**src/rtl/demux_pkg.sv**
```systemverilog
// demux_pkg: shared types and sizes for the 4-slot TDM demultiplexer
package demux_pkg;
  typedef enum logic {IDLE, COLLECT} state_t;
  localparam int NUM_SLOTS = 4;
  localparam int SLOT_IDX_W = 2;
  localparam int ERR_CNT_W = 8;
endpackage

```
**src/rtl/demux_slot_ctrl.sv**
```systemverilog
// demux_slot_ctrl: frame FSM, slot counter, early-sof detection and in_ready
// ports: clk, rst_n; in_valid/in_sof/in_ready slot handshake; out_valid/out_ready
// observe the output register; slot_wr strobes staging lanes 0..2; frame_done
// marks acceptance of slot 3; frame_err is the registered early-sof pulse
module demux_slot_ctrl import demux_pkg::*; (
  input  logic                 clk,
  input  logic                 rst_n,
  input  logic                 in_valid,
  input  logic                 in_sof,
  input  logic                 out_valid,
  input  logic                 out_ready,
  output logic                 in_ready,
  output logic [NUM_SLOTS-2:0] slot_wr,
  output logic                 frame_done,
  output logic                 frame_err
);
  localparam logic [SLOT_IDX_W-1:0] LAST = SLOT_IDX_W'(NUM_SLOTS - 1);
  state_t state, state_n;
  logic [SLOT_IDX_W-1:0] cnt, cnt_n;
  logic [NUM_SLOTS-1:0] wr;
  logic accept, err_det;
  // only slot 3 needs a free output register; earlier slots land in staging
  assign in_ready = !(state == COLLECT && cnt == LAST && out_valid && !out_ready);
  assign accept = in_valid && in_ready;
  assign slot_wr = wr[NUM_SLOTS-2:0];
  assign frame_done = wr[NUM_SLOTS-1];
  always_comb begin
    state_n = state;
    cnt_n = cnt;
    wr = '0;
    err_det = 1'b0;
    if (accept && in_sof) begin
      state_n = COLLECT;
      cnt_n = SLOT_IDX_W'(1);
      wr[0] = 1'b1;
      err_det = state == COLLECT;
    end else if (accept && state == COLLECT) begin
      wr[cnt] = 1'b1;
      state_n = cnt == LAST ? IDLE : COLLECT;
      // wraps back to 0 when slot 3 completes the frame
      cnt_n = cnt + 1'b1;
    end
  end
  always_ff @(posedge clk or negedge rst_n)
    if (!rst_n) begin
      state <= IDLE;
      cnt <= '0;
      frame_err <= 1'b0;
    end else begin
      state <= state_n;
      cnt <= cnt_n;
      frame_err <= err_det;
    end
endmodule

```
**src/rtl/demux_4ch_tdm.sv**
```systemverilog
// demux_4ch_tdm: assembles 4-slot TDM frames and presents all lanes under valid/ready
// ports: clk, rst_n (async, active-low); in_valid/in_ready/in_data/in_sof slot input;
// out_valid/out_ready/out_data frame output (lane n = out_data[n*WIDTH +: WIDTH]);
// frame_err one-cycle early-sof pulse; err_cnt saturating error count only when
// DEMUX_ERR_CNT_EN is defined
module demux_4ch_tdm import demux_pkg::*; #(
  parameter int WIDTH = 8
) (
  input  logic                       clk,
  input  logic                       rst_n,
  input  logic                       in_valid,
  output logic                       in_ready,
  input  logic [WIDTH-1:0]           in_data,
  input  logic                       in_sof,
  output logic                       out_valid,
  input  logic                       out_ready,
  output logic [NUM_SLOTS*WIDTH-1:0] out_data,
  output logic                       frame_err
`ifdef DEMUX_ERR_CNT_EN
  ,
  output logic [ERR_CNT_W-1:0]       err_cnt
`endif
);
  logic [NUM_SLOTS-2:0][WIDTH-1:0] stage;
  logic [NUM_SLOTS-2:0] slot_wr;
  logic frame_done;
  demux_slot_ctrl u_ctrl (
    .clk(clk),
    .rst_n(rst_n),
    .in_valid(in_valid),
    .in_sof(in_sof),
    .out_valid(out_valid),
    .out_ready(out_ready),
    .in_ready(in_ready),
    .slot_wr(slot_wr),
    .frame_done(frame_done),
    .frame_err(frame_err)
  );
  // slot 3 bypasses staging straight into the top lane of the output register
  always_ff @(posedge clk or negedge rst_n)
    if (!rst_n) begin
      stage <= '0;
      out_data <= '0;
      out_valid <= 1'b0;
    end else begin
      for (int i = 0; i < NUM_SLOTS - 1; i++)
        if (slot_wr[i]) stage[i] <= in_data;
      if (frame_done) begin
        out_data <= {in_data, stage};
        out_valid <= 1'b1;
      end else if (out_ready) out_valid <= 1'b0;
    end
`ifdef DEMUX_ERR_CNT_EN
  always_ff @(posedge clk or negedge rst_n)
    if (!rst_n) err_cnt <= '0;
    else if (frame_err && err_cnt != '1) err_cnt <= err_cnt + 1'b1;
`endif
endmodule
```
**config.mk**
```make
export PLATFORM = sky130hd
export DESIGN_NAME = demux_4ch_tdm
export DESIGN_NICKNAME = d
export VERILOG_FILES = /design/src/rtl/demux_pkg.sv /design/src/rtl/demux_slot_ctrl.sv /design/src/rtl/demux_4ch_tdm.sv
export SDC_FILE = /design/constraint.sdc
export NUM_CORES = 1
export LEC_CHECK = 0
export BUFFER_PORTS_ARGS = -buffer_cell sky130_fd_sc_hd__buf_2
export CAP_MARGIN = 20
export CORE_MARGIN = 2
export CORE_UTILIZATION = 57
export CTS_BUF_LIST = sky130_fd_sc_hd__clkbuf_4
export DETAILED_ROUTE_END_ITERATION = 6
export HOLD_SLACK_MARGIN = 0.02
export PLACE_DENSITY = 0.9
export SKIP_LAST_GASP = 1
export SLEW_MARGIN = 0
export SYNTH_ARGS = -nofsm -noshare
export SYNTH_HDL_FRONTEND = slang
export SYNTH_SLANG_ARGS = --single-unit
```
**constraint.sdc**
```tcl
create_clock -name clk -period 2.25 [get_ports clk]
set_clock_uncertainty 0.1 [all_clocks]
set_input_delay 0.3375 -clock clk [delete_from_list [all_inputs] [get_ports clk]]
set_output_delay 0.3375 -clock clk [all_outputs]
set_load 0.02 [all_outputs]
```
==> implementation parameters, run 1 <==
Parameter                              Value

Critical path
  Depth of the most critical reg-to-reg path    4
  Worst r2r dst    stage[2]
  Endpoint required time on the critical path    1810 ps
  Slowest cell on the critical path    dfrtp_1
  Endpoint type of the worst setup path    output port
  Critical Path Fanout Max    5
  Source of the worst register-to-register timing path    u_ctrl.cnt[0]
  Worst path buffer plus inverter count    2
  Crit path kind    flip-flop to output port
  Category of the worst setup path launch point    flip-flop
  Arr. time, crit path    around 1700 ps
  Family with the most delay on the worst path    flip-flops
  List of cells traversed by the critical path    ha_1 -> and4b_1 -> inv_1 -> buf_2
  Flop-to-flop setup slack    ~320 ps
  Max incr delay on CP    420 ps

STA
  Slew margin rel.    between 50% and 60%
  Unrepaired setup endpoints after global routing    no
  Fin crit share    between 90% and 100%
  Time the final worst path needs with I/O delays and setup    between 2000 and 2500 ps
  Maximum achievable frequency    between 400 and 500 MHz
  Pin slew with the least headroom to its limit    about 750 ps
  Setup total negative slack    0 ps
  Final number of hold-violating endpoints    0
  Max Slew Vio Count    0
  Worst hold margin    100 ps
  Setup violation total in the final timing report    0

Job
  Max-capacitance violation count    0

Power and ir drop
  Power per cell area    approximately 1300 nW/um2
  Total net switching power    approximately 0.0013 W
  Design internal power    about 0.0026 W
  Static leakage power    1.57 nW
  Switching Fraction    about 34%
  Peak supply drop    ~0.0006 V
  Comb power frac    between 30% and 40%
  Sequential cell fraction of total power    a little under half
  Clock network fraction of design power    around 18%

Synthesis
  Adder-cell area share of the yosys netlist    under 10%
  Count of mapped cells out of synthesis    153
  Post-synthesis compound-gate area fraction    between 1.5 and 2%
  Proportion of synthesized chip area in sequential cells    about three fifths
  Biggest area consumer among synthesized cells    dfrtp_1
  Primary flip-flop cell chosen by synthesis mapping    dfrtp_1
  Main area contributors after synthesis    dfrtp_1 (60%), mux2_4 (17%), mux2_2 (12%)
  Fraction of synthesized cell area taken by the top area cell type    59.8%
  Xor and xnor area share after synthesis    0%
  Largest family of logic cells by synthesized area    multiplexers
  Count of warnings emitted by yosys    0
  Netlist area before placement    2550 um2
  Synthesized area per cell    around 17 um2
  Fraction of the mapped netlist area in simple logic gates    4.95%
  Fraction of synthesized area in multiplexers    roughly 29%
  Flip-flop and latch count after synthesis    61
  Number of nets produced by synthesis    170
  Share of flip-flops with an asynchronous set or reset    100%
  Distinct cells, synth    22
  Number of enable-type register cells in the synthesized netlist    0

Clock network
  Clock transition time at the flip-flop clock pins of the worst setup and hold paths    ~90 ps
  CTS root buf    clkbuf_4
  Clock tree from TritonCTS    built
  Number of H-tree branching levels    3
  Sink count of the clock tree    61
  Max Buffers Root-to-Sink    2
  Skew-Pair Late Insertion Delay    slightly below 400 ps
  TritonCTS Buffers    9
  Resized Gates After CTS    0

Global route
  Overflow left after global routing    0
  Global-route wire length before repair    roughly 7200 um
  Pin count of the biggest net entering global routing    62
  GRT Max-Usage Layer    met1
  GR met1 Demand/Resource    28.3%
  Via count of the first global-routing pass    roughly 1400
  GR Layer Usage met2    approximately 26%
  Global-route track usage on met3    about 4.4%
  Initial antenna violation count    0
  Global routing usage summed across all routing layers    approximately a fifth

Cells and area
  Number of diodes    0
  Total of fill cells in the finished design    318
  Most common cell after layout, fill and taps aside    dfrtp_1
  Nets@finish    ~230
  Area grow syn2layout    16.7%
  Leading cell types in the layout, fill and taps excluded    dfrtp_1 (61), buf_2 (47), mux2_4 (29), mux2_2 (27), clkbuf_4 (9)
  Proportion of layout cells with a drive suffix above 1    about three fifths

Die
  Initial core utilization    about three fifths
  Chip width    70.9 um
  Chip Height    around 71 um
  Die Outline Area    roughly 5000 um2
  Top Ports    48
  Core Region    between 4000 and 5000 um2
  Row cnt    24

Drt
  Initial drt markers    62
  Vias per inst    5.32
  Routed length per instance    around 16 um
  Detailed-router iteration count before antenna repair    4
  Total via count after detailed routing    about 1400
  Detailed-route wire length    between 4000 and 5000 um
  DRC violations left    0
  Remaining antenna violation count after routing    0

Worst hold path
  Hold-critical path endpoint    u_ctrl.cnt[1]
  Path type of the worst min-delay path    primary input to flip-flop
  Worst Min Path Start    in_sof
  WHS Path Cells    2

Placed design
  Port Buffers    47
  Detailed-placement wirelength estimate    2930 um
  Final RePlAce weighted congestion    a little over 0.9

Run status
  Status    finished, final reports clean
==> sequential cells by signal, indices dropped and copies added, names as in the netlist <==
name              cells
u_ctrl.frame_err      1
out_data             32
out_valid             1
stage                24
u_ctrl.cnt            2
u_ctrl.state          1
==> cell usage after synthesis, drive strengths merged, types with 2 or more instances <==
master	n
dfrtp	61
mux2	56
nand3	6
buf	5
nand2	5
ha	4
inv	4
and3b	2
o21ai	2
==> logic make-up after synthesis <==
| logic type | Yosys count |
|---|---|
| and+or+nand+nor | 18 |
| adders and majority gates | 4 |
| muxes | 56 |
| DFF | 61 |
| AOI/OAI and AO/OA | 5 |
| buffers and inverters | 9 |
==> how the worst max path moves through the flow <==
stage / start / end / cells past startpoint
after CTS: u_ctrl.cnt[0] / in_ready / 4
after global placement: u_ctrl.cnt[0] / stage[5] / 4
after detailed placement: u_ctrl.cnt[0] / stage[2] / 4
final: u_ctrl.cnt[1] / in_ready / 4
after floorplan: u_ctrl.cnt[0] / stage[0] / 5
after global routing: u_ctrl.cnt[0] / in_ready / 4
==> final cells by class <==
cell class              count  area, um2  area share, %
clock buffers               9       67.6           2.27
clock inverters             7       66.3           2.23
inverters                   4       15.0          0.504
multi-input cells          83        963           32.4
flip-flops and latches     61       1530           51.3
well taps                  52       65.1           2.19
repair buffers             50        273           9.16
==> metrics by stage <==
stage | worst slack, ps | std cells | cell area (um2) | utilization (%) | total power [W]
2_1_floorplan | 477 | 153 | 2550 | - | 0.00284
3_3_place_gp | 416 | 249 | 2830 | 65.5 | 0.00322
3_5_place_dp | 351 | 249 | 2830 | 65.5 | 0.00329
4_1_cts | 128 | 266 | 2980 | 68.8 | 0.00403
5_1_grt | 10.9 | 266 | 2980 | 68.8 | 0.00422
6_report | 139 | 266 | 2980 | 68.8 | 0.00398
==> per-layer routing <==
layer  vias to the layer above  share of wire [%]
met1                       703                 48
met5                         -                  0
met2                        36                 45
met4                         0                2.2
met3                        12                4.7
li1                        665                  -
==> power groups by stage <==
stage	clock network (W)	registers [W]	logic (W)
finish	0.000721	0.00184	0.00142
global route	0.000792	0.00190	0.00153
CTS	0.000747	0.00184	0.00144
detailed placement	0	0.00186	0.00143
global placement	0	0.00183	0.00138
floorplan	0	0.00211	0.000727
==> repair_timing <==
item,CTS,global route
endpoints found under the hold margin,61,0
buffers inserted,0,0
hold buffers,1,0
Note: power is estimated with default switching activity, not from simulation.
==> run 2, diff against run 1 <==
--- a/config.mk
+++ b/config.mk
@@ -13,6 +13,7 @@
 export DETAILED_ROUTE_END_ITERATION = 6
 export HOLD_SLACK_MARGIN = 0.02
 export PLACE_DENSITY = 0.9
+export RECOVER_POWER = 50
 export SKIP_LAST_GASP = 1
 export SLEW_MARGIN = 0
 export SYNTH_ARGS = -nofsm -noshare
==> implementation parameters, run 2 (same netlist as run 1, synthesis figures left out) <==
Parameter                              Value

Clock network
  Resized Gates After CTS    0
  Clock transition time at the flip-flop clock pins of the worst setup and hold paths    about 100 ps
  Max Buffers Root-to-Sink    2
  CTS root buf    clkbuf_4
  TritonCTS Buffers    9
  Number of H-tree branching levels    3
  Clock tree from TritonCTS    built
  Sink count of the clock tree    just over 60
  Skew-Pair Late Insertion Delay    390 ps

Global route
  Via count of the first global-routing pass    approximately 1400
  Global-route track usage on met3    under 10%
  Global-route wire length before repair    7250 um
  GR Layer Usage met2    between 20% and 30%
  Overflow left after global routing    0
  Initial antenna violation count    0
  Pin count of the biggest net entering global routing    62
  GRT Max-Usage Layer    met1
  Global routing usage summed across all routing layers    between 10% and 20%
  GR met1 Demand/Resource    approximately 28%

Cells and area
  Area grow syn2layout    15.3%
  Final standard cell utilization of the core    roughly two thirds
  Area of combinational cells with multiple inputs    951 um2
  Register with the most flip-flops    out_data
  Leading cell types in the layout, fill and taps excluded    dfrtp_1 (61), buf_2 (31), mux2_4 (29), mux2_2 (27), clkbuf_1 (16)
  Nets@finish    226
  Proportion of layout cells with a drive suffix above 1    between 50% and 60%
  Top Registers    out_data x32, stage x24, u_ctrl.cnt x2
  Total area of sequential cells    approximately 1500 um2
  Total of fill cells in the finished design    roughly 330
  Number of diodes    0
  Most common cell after layout, fill and taps aside    dfrtp_1
  Number of flip-flops in the largest register    32

Critical path
  Max incr delay on CP    490 ps
  Category of the worst setup path launch point    flip-flop
  List of cells traversed by the critical path    and3b_1 -> nand3_1 -> buf_12 -> mux2_4
  Endpoint required time on the critical path    ~2400 ps
  Slowest cell on the critical path    nand3_1
  Family with the most delay on the worst path    simple AND/OR/NAND/NOR gates
  Endpoint type of the worst setup path    flip-flop
  Critical Path Fanout Max    24
  Worst path buffer plus inverter count    1
  Arr. time, crit path    about 2300 ps
  Crit path kind    flip-flop to flip-flop

Power and ir drop
  Static leakage power    ~1.5 nW
  Clock network fraction of design power    about 18%
  Total net switching power    approximately 0.0013 W
  Switching Fraction    around 34%
  Sequential cell fraction of total power    around 47%
  Comb power frac    35.0%
  Design internal power    approximately 0.0026 W
  Peak supply drop    0.000600 V
  Power per cell area    1340 nW/um2

Die
  Chip Height    about 70 um
  Row cnt    24
  Core Region    between 4000 and 5000 um2
  Top Ports    48
  Chip width    between 70 and 80 um
  Initial core utilization    59.0%
  Die Outline Area    slightly above 5000 um2

Placed design
  Detailed-placement wirelength estimate    between 2000 and 3000 um
  Port Buffers    47
  Final RePlAce weighted congestion    around 0.92

STA
  Worst hold margin    102 ps
  Unrepaired setup endpoints after global routing    no
  Time the final worst path needs with I/O delays and setup    between 2000 and 2500 ps
  Maximum achievable frequency    479 MHz
  Fin crit share    ~93%
  Setup violation total in the final timing report    0
  Pin slew with the least headroom to its limit    around 1400 ps
  Slew margin rel.    under 10%
  Max Slew Vio Count    0
  Setup total negative slack    0 ps
  Final number of hold-violating endpoints    0

Drt
  DRC violations left    0
  Detailed-router iteration count before antenna repair    4
  Total via count after detailed routing    1412
  Remaining antenna violation count after routing    0
  Initial drt markers    between 50 and 60
  Routed length per instance    16.1 um
  Vias per inst    roughly 5.3
  Detailed-route wire length    between 4000 and 5000 um

Job
  Max-capacitance violation count    0

Run status
  Status    finished, final reports clean

Worst hold path
  Path type of the worst min-delay path    primary input to flip-flop
[run 2: cell types whose count changed in the layout (fill, tap and decap cells not counted), sizes merged]
| cell | change |
|---|---|
| buf | -17 |
| clkbuf | +17 |
[run 2: path summary, 6_finish.rpt]
kind,startpoint,to,slack [ps],cells after the start
hold / removal,in_sof,u_ctrl.cnt[1],100,2
setup / recovery,u_ctrl.state,out_data[22],160,4
max in group asynchronous,rst_n,stage[18],380,3
min in group asynchronous,rst_n,out_data[10],810,3
hold reg to reg,stage[6],out_data[6],410,1
setup reg to reg,u_ctrl.state,out_data[22],160,4
[run 2: final cells by class]
| cell class | count | share of cell area [%] |
|---|---|---|
| inverter | 4 | 0.510 |
| timing repair buffer | 50 | 8.51 |
| clock inverter | 7 | 2.25 |
| sequential | 61 | 51.9 |
| clock buffer | 9 | 2.30 |
| tap | 52 | 2.21 |
| multi-input combinational | 83 | 32.3 |
[run 2: worst reg2reg max path, stage by stage (launching register included)]
cell and delay, ps:
dfrtp_1 410, and3b_1 260, nand3_1 490, buf_12 390, mux2_4 320
[run 2: metal layers]
layer	share of wire [%]	wire, um
met1	48	2070
met2	45	1910
met3	4.8	204
met4	2.2	94
met5	0	0
[run 2: repair_timing]
action / 4_1_cts / 5_1_grt
hold buffers: 1 / 0
hold endpoints to repair: 61 / 0
buffers inserted: 0 / 0
[run 2: power by group through the flow]
stage	clock network (W)	logic (W)	registers, W
finish	0.000722	0.00138	0.00184
global route	0.000792	0.00149	0.00191
CTS	0.000747	0.00144	0.00184
detailed placement	0	0.00143	0.00186
global placement	0	0.00138	0.00183
floorplan	0	0.000727	0.00211
[run 2: metrics by stage]
step | setup slack, ps | std cells | cell area [um2] | total power [W]
after global routing | 32.9 | 266 | 2940 | 0.00419
final | 164 | 266 | 2940 | 0.00395
after floorplan | 477 | 153 | 2550 | 0.00284
after detailed placement | 351 | 249 | 2830 | 0.00329
after CTS | 128 | 266 | 2980 | 0.00403
after global placement | 416 | 249 | 2830 | 0.00322
